## src/rtl/seu_counter.sv

```systemverilog
// ---------------------------------------------------------------------------
// seu_counter: two-flop synchronizer, symmetric glitch filter and saturating
// rising-edge counter for an asynchronous SEU pulse input.
// Optional macro SEU_TIMESTAMP_EN adds a free-running timestamp and last_ts.
// Revision: 1.0
// ---------------------------------------------------------------------------
`default_nettype none

module seu_counter #(
  parameter int CTR_W    = 32,
  parameter int FILT_LEN = 4
`ifdef SEU_TIMESTAMP_EN
  ,
  parameter int TS_W     = 32
`endif
) (
  input  logic             clk,
  input  logic             rst,
  input  logic             SEUin,
  input  logic             clr,
  output logic [CTR_W-1:0] CTRout,
  output logic             SEU_filt
`ifdef SEU_TIMESTAMP_EN
  ,
  output logic [TS_W-1:0]  last_ts
`endif
);

  localparam int            c_cnt_w    = $clog2(FILT_LEN + 1);
  localparam logic [c_cnt_w-1:0] c_cnt_last = c_cnt_w'(FILT_LEN - 1);

  logic               r_seu_presyn1;
  logic               r_seu_syn;
  logic               r_glitch_filt;
  logic [c_cnt_w-1:0] r_filt_cnt;
  logic [CTR_W-1:0]   r_ctr;

  logic w_mismatch;
  logic w_accept;
  logic w_rise;
  logic w_ctr_max;

  assign w_mismatch = r_seu_syn ^ r_glitch_filt;
  assign w_accept   = w_mismatch && (r_filt_cnt == c_cnt_last);
  // Accepting a mismatch with the synchronized level high means a 0->1 change.
  assign w_rise     = w_accept && r_seu_syn;
  assign w_ctr_max  = &r_ctr;

  always_ff @(posedge clk) begin
    if (rst) begin
      r_seu_presyn1 <= 1'b0;
      r_seu_syn     <= 1'b0;
      r_glitch_filt <= 1'b0;
      r_filt_cnt    <= '0;
      r_ctr         <= '0;
    end else begin
      r_seu_presyn1 <= SEUin;
      r_seu_syn     <= r_seu_presyn1;

      if (!w_mismatch) begin
        r_filt_cnt <= '0;
      end else if (w_accept) begin
        r_glitch_filt <= r_seu_syn;
        r_filt_cnt    <= '0;
      end else begin
        r_filt_cnt <= r_filt_cnt + 1'b1;
      end

      // Clear takes precedence over a coincident count; that event is dropped.
      if (clr) begin
        r_ctr <= '0;
      end else if (w_rise && !w_ctr_max) begin
        r_ctr <= r_ctr + 1'b1;
      end
    end
  end

  assign CTRout   = r_ctr;
  assign SEU_filt = r_glitch_filt;

`ifdef SEU_TIMESTAMP_EN
  logic [TS_W-1:0] r_ts_cnt;
  logic [TS_W-1:0] r_last_ts;

  always_ff @(posedge clk) begin
    if (rst) begin
      r_ts_cnt  <= '0;
      r_last_ts <= '0;
    end else begin
      r_ts_cnt <= r_ts_cnt + 1'b1;
      if (clr) begin
        r_last_ts <= '0;
      end else if (w_rise) begin
        r_last_ts <= r_ts_cnt;
      end
    end
  end

  assign last_ts = r_last_ts;
`endif

endmodule

`default_nettype wire

```

## config.mk

```make
export PLATFORM = sky130hd
export DESIGN_NAME = seu_counter
export DESIGN_NICKNAME = d
export VERILOG_FILES = /design/src/rtl/seu_counter.sv
export SDC_FILE = /design/constraint.sdc
export NUM_CORES = 1
export LEC_CHECK = 0
export ABC_AREA = 1
export BUFFER_PORTS_ARGS = -buffer_cell sky130_fd_sc_hd__clkbuf_2
export CORE_MARGIN = 1
export CORE_UTILIZATION = 52
export CTS_BUF_LIST = sky130_fd_sc_hd__clkbuf_4 sky130_fd_sc_hd__clkbuf_8
export DETAILED_ROUTE_END_ITERATION = 6
export PLACE_DENSITY = 0.75
export SYNTH_ARGS = -nofsm -noshare
export SYNTH_HDL_FRONTEND = slang
export SYNTH_SLANG_ARGS = --single-unit
export TNS_END_PERCENT = 5
```

## constraint.sdc

```tcl
create_clock -name clk -period 1.74 [get_ports clk]
set_input_delay 0.348 -clock clk [delete_from_list [all_inputs] [get_ports clk]]
set_output_delay 0.348 -clock clk [all_outputs]
set_load 0.02 [all_outputs]
```

# Word level (Yosys, flattened, before mapping)
# Index checks and enable logic that the tools add are counted.
# W data, S select, Z words.
dict set report word_totals {
  register_bits 38
  inputBits 4
}
dict set report op_classes {
  addsub 2
  n_eq_ne 1
  bitwise_logic 2
  n_reduce_logical 8
}
# operator count
set ops {}
lappend ops {{$add A32 B1 Y32 const B} 1}
lappend ops {{$reduce_and A32 Y1} 1}
lappend ops {{$add A3 B1 Y3 const B} 1}
lappend ops {{$eq A3 B2 Y1 const B} 1}
lappend ops {{$logic_and A1 B1 Y1} 3}
lappend ops {{$reduce_or A3 Y1} 1}
lappend ops {{$reduce_and A2 Y1} 1}
lappend ops {{$reduce_or A2 Y1} 1}
lappend ops {{$logic_not A1 Y1} 1}
lappend ops {{$not A1 Y1} 1}
lappend ops {{$xor A1 B1 Y1} 1}

# Depth between registers and ports, before layout
dict set report logic_depth {
  ltp_word 4
  mapped_depth 10
  depth_no_buf 10
}

# Least setup slack after synthesis
# No wires, ideal clock.
dict set report synth_timing {
  path_type {register -> register}
  from {register r_ctr[0] (netlist: CTRout[0])}
  to {register r_ctr[10] (netlist: CTRout[10])}
  setup_ns 0.116
  arrival_ns 1.571
  required_ns 1.624
  path_slack_ns 0.053
  stages_incl_launch_ff 10
  period_less_slack_ns 1.687
  cell_sequence {dfxtp_1 > ha_1 > nand3_1 > inv_1 > nand3_1 > nor2_2 > nand2_4 > buf_2 > a21oi_1 > nor2_1}
}
dict set report synth_via {
  elab_chain_len 3
  word_cells_on_any_way 4
  classes_between {1 x add/sub; 3 x reduce/logical}
}
# element line
set synth_lines {}
lappend synth_lines {{start, declared} 36} ;# logic [CTR_W-1:0] r_ctr;
lappend synth_lines {{start signal, assigned} 73} ;# r_ctr <= r_ctr + 1'b1;
lappend synth_lines {{branches (longest 3 deep; another with $add A32 B1 Y32)} -}
# Several ways; the timed one is not identified.
# A chain may end at the register's enable or synchronous reset.

# Final worst setup path
dict set report layout_timing {
  from {register r_ctr[0] (netlist: CTRout[0])}
  to {register r_ctr[3] (netlist: CTRout[3])}
}
# The elaborated chain is that of the path after synthesis.

==> results_dict.tcl <==
set metrics [dict create \
    fin_skew_ps 2.96 \
    tritoncts.num_buffers 5 \
    rsz0062_at_grt "yes" \
    synth_area_um2 2240 \
    synth.net_count 348 \
    clockPowerShare_pct 45.2 \
    setup_viol 0 \
    htreeDepth 2 \
    track_usage_pct 25.8 \
    crit_arrival_ps 1890 \
    r2r-start "CTRout[0]" \
    setup.worst_path.start "CTRout[0]" \
    antenna_found_initial 0 \
    cp-endpoint "CTRout[3]" \
    drc 0 \
    drt-total-wl_um 6020 \
    hold_path_depth 3 \
    pin_count 37 \
    power_switching_mw 0.358 \
    ctsRootBufferMaster "clkbuf_8" \
    grt_pass1_wl_um 8670 \
    final_cells 456 \
    fp.dieW_um 67.6 \
    wl_per_cell_um 13.2 \
    layout_commonest_cell "nor2_1" \
    clkSinkCount 38 \
    synthSimpleGateAreaFrac_pct 48.8 \
    grt_max_degree 35 \
    slew_headroom_pct 76.6 \
    postRouteAntennaNets 0 \
    n_antenna_cell 0 \
    r2r-end "CTRout[3]" \
    yosys.area_share.adder_pct 1.68 \
    intPower_mw 1.31 \
    placed_cells 441 \
    tightest_slew_ps 350 \
    vias_per_cell 5.39 \
    nNetsFinal 412 \
    drive_gt1_share_pct 28.1 \
    max_freq_mhz 592 \
    dr.pass1.iters 4 \
    dieHeight_um 67.6 \
    synth_area_leaders "dfxtp_1 (34%), nor2_1 (14%), nand2_1 (13%), nand3_1 (7.8%), a21oi_1 (5.8%)" \
    yosys_warnings 0 \
    hold_viol_final 0 \
    synth_area_leader_cell "dfxtp_1" \
    combinationalPowerShare_pct 2.4 \
    r2r_cells 9 \
    path_clk_slew_ps 80 \
    area_growth_pct 27.3 \
    ir_drop_v 0.000506 \
    port_buffers 36 \
    synthMuxAreaShare_pct 0 \
    crit_required_ps 1940 \
    core_um2 4060 \
    synth_top_family_by_area "simple AND/OR/NAND/NOR gates" \
    layout_common_cells "nor2_1 (77), nand2_1 (75), dfxtp_1 (38)" \
    worstSetupEndpointType "flip-flop" \
    status "completed" \
    dp_hpwl_um 4190 \
    rrSetupSlack_ps 50 \
    cts_tree "done" \
    fin_crit_sh_pct 97.1 \
    dieArea_um2 4570 \
    ys_seq_area_share_pct 34.0 \
    drt_iter0_drc 257 \
    cap_violations 0 \
    path_class "reg2reg" \
    cp_max_fo 17 \
    cts_hold_buf 0 \
    initial_core_util_pct 55.1 \
    grt_pass1_vias 1924 \
    p_per_area_nw_per_um2 585 \
    min_period_ps 1690 \
    synth-xor-area-share_pct 0.392 \
    grt-ovfl-total 0 \
    power_frac_seq_pct 52.4 \
    synth.distinct_cells 24 \
    clk_path_buf_depth 2 \
    synth-compound-area-share_pct 7.11 \
    slew_violations 0 \
    utilization_pct 70.2 \
    cp-start-kind "flip-flop" \
    hold-worst-slack_ps 227 \
    synth_top_area_share_pct 34.0 \
    vias 2459 \
    syn_inst 341 \
    clk_latency_ps 300 \
    leakagePower_nw 1.14 \
    rows 23 \
    avgSynthCellArea_um2 6.56 \
    ys_ff_latch 38 \
    place_congestion 0.940 \
    hold_path_class "in2reg" \
    swShare_pct 21.5 \
]
==> worst min-delay path by stage <==
stage	startpoint	end	slack, ps
after global placement	r_seu_presyn1	r_seu_syn	390
after CTS	SEUin	r_seu_presyn1	230
final	SEUin	r_seu_presyn1	230
after detailed placement	r_seu_presyn1	r_seu_syn	400
after global routing	SEUin	r_seu_presyn1	230
after floorplan	r_seu_presyn1	r_seu_syn	390
==> state kept, by name (all words and copies together) (netlist names) <==
register / count
SEU_filt: 1
CTRout: 32
r_seu_presyn1: 1
r_filt_cnt: 3
r_seu_syn: 1
==> critical path: stages (launching register included) <==
cell	delay, ps
dfxtp_1	340
ha_2	200
nand3_2	140
inv_1	120
nand3_1	120
nor2_4	180
buf_6	150
nand2_8	100
a21oi_1	160
nor2_1	70
==> per-layer routing <==
layer,part of all wire (%),track usage (%),vias to the layer above
met4,1.7,9.04,0
met5,0,0,-
met3,6.6,7.09,9
li1,-,-,1237
met1,47,35.7,1129
met2,45,37.6,84
==> final cells by class <==
| class | instances | area [um^2] |
|---|---|---|
| multi-input combinational | 271 | 1410 |
| fill | 352 | 1210 |
| sequential | 38 | 761 |
| timing repair buffer | 62 | 404 |
| inverter | 27 | 101 |
| clock buffer | 5 | 68.8 |
| tap | 50 | 62.6 |
| clock inverter | 3 | 40.0 |
==> Yosys cell counts <==
cell	n
nor2_1	85
nand2_1	75
dfxtp_1	38
nand3_1	35
a21oi_1	26
inv_1	26
nand4_1	11
buf_6	6
nand3_2	6
nor2_4	6
nand2_2	5
nor2_2	5
ha_1	3
a21oi_2	2
buf_2	2
nor3_1	2
a31oi_1	1
inv_2	1
nand2_4	1
nand3b_1	1
nand3b_4	1
nor3b_1	1
o21ai_0	1
xor2_1	1
==> kinds of logic after synthesis <==
family          count (synthesis)
flops                          38
fa+ha+maj                       3
simple gates                  234
compound gates                 30
xor+xnor                        1
buf+inv                        35
==> power groups by stage <==
stage	combinational [mW]	clock (mW)	sequential, mW
floorplan	0.0330	0	0.893
global placement	0.0391	0	0.894
detailed placement	0.0402	0	0.894
CTS	0.0402	0.759	0.873
global route	0.0457	0.795	0.873
finish	0.0403	0.753	0.873
==> through the flow <==
step | worst slack, ps | cell area [um^2] | TNS [ps] | power [mW]
CTS | 0.232 | 2690 | 0 | 1.67
global placement | 35.9 | 2570 | 0 | 0.933
global route | -49.7 | 2850 | -176 | 1.71
floorplan | 52.9 | 2240 | 0 | 0.926
finish | 50.0 | 2850 | 0 | 1.67
detailed placement | -11.9 | 2570 | -12.7 | 0.934
==> timing repair <==
item                                    in CTS  in global routing
setup buffers                                1                  3
endpoints found under the hold margin        0                  0
resized for setup                            2                 17
pin swaps                                    1                  3
endpoints found under the setup margin       3                 31
cloned                                       0                  3
No activity file was read; power rests on OpenSTA's default activity.
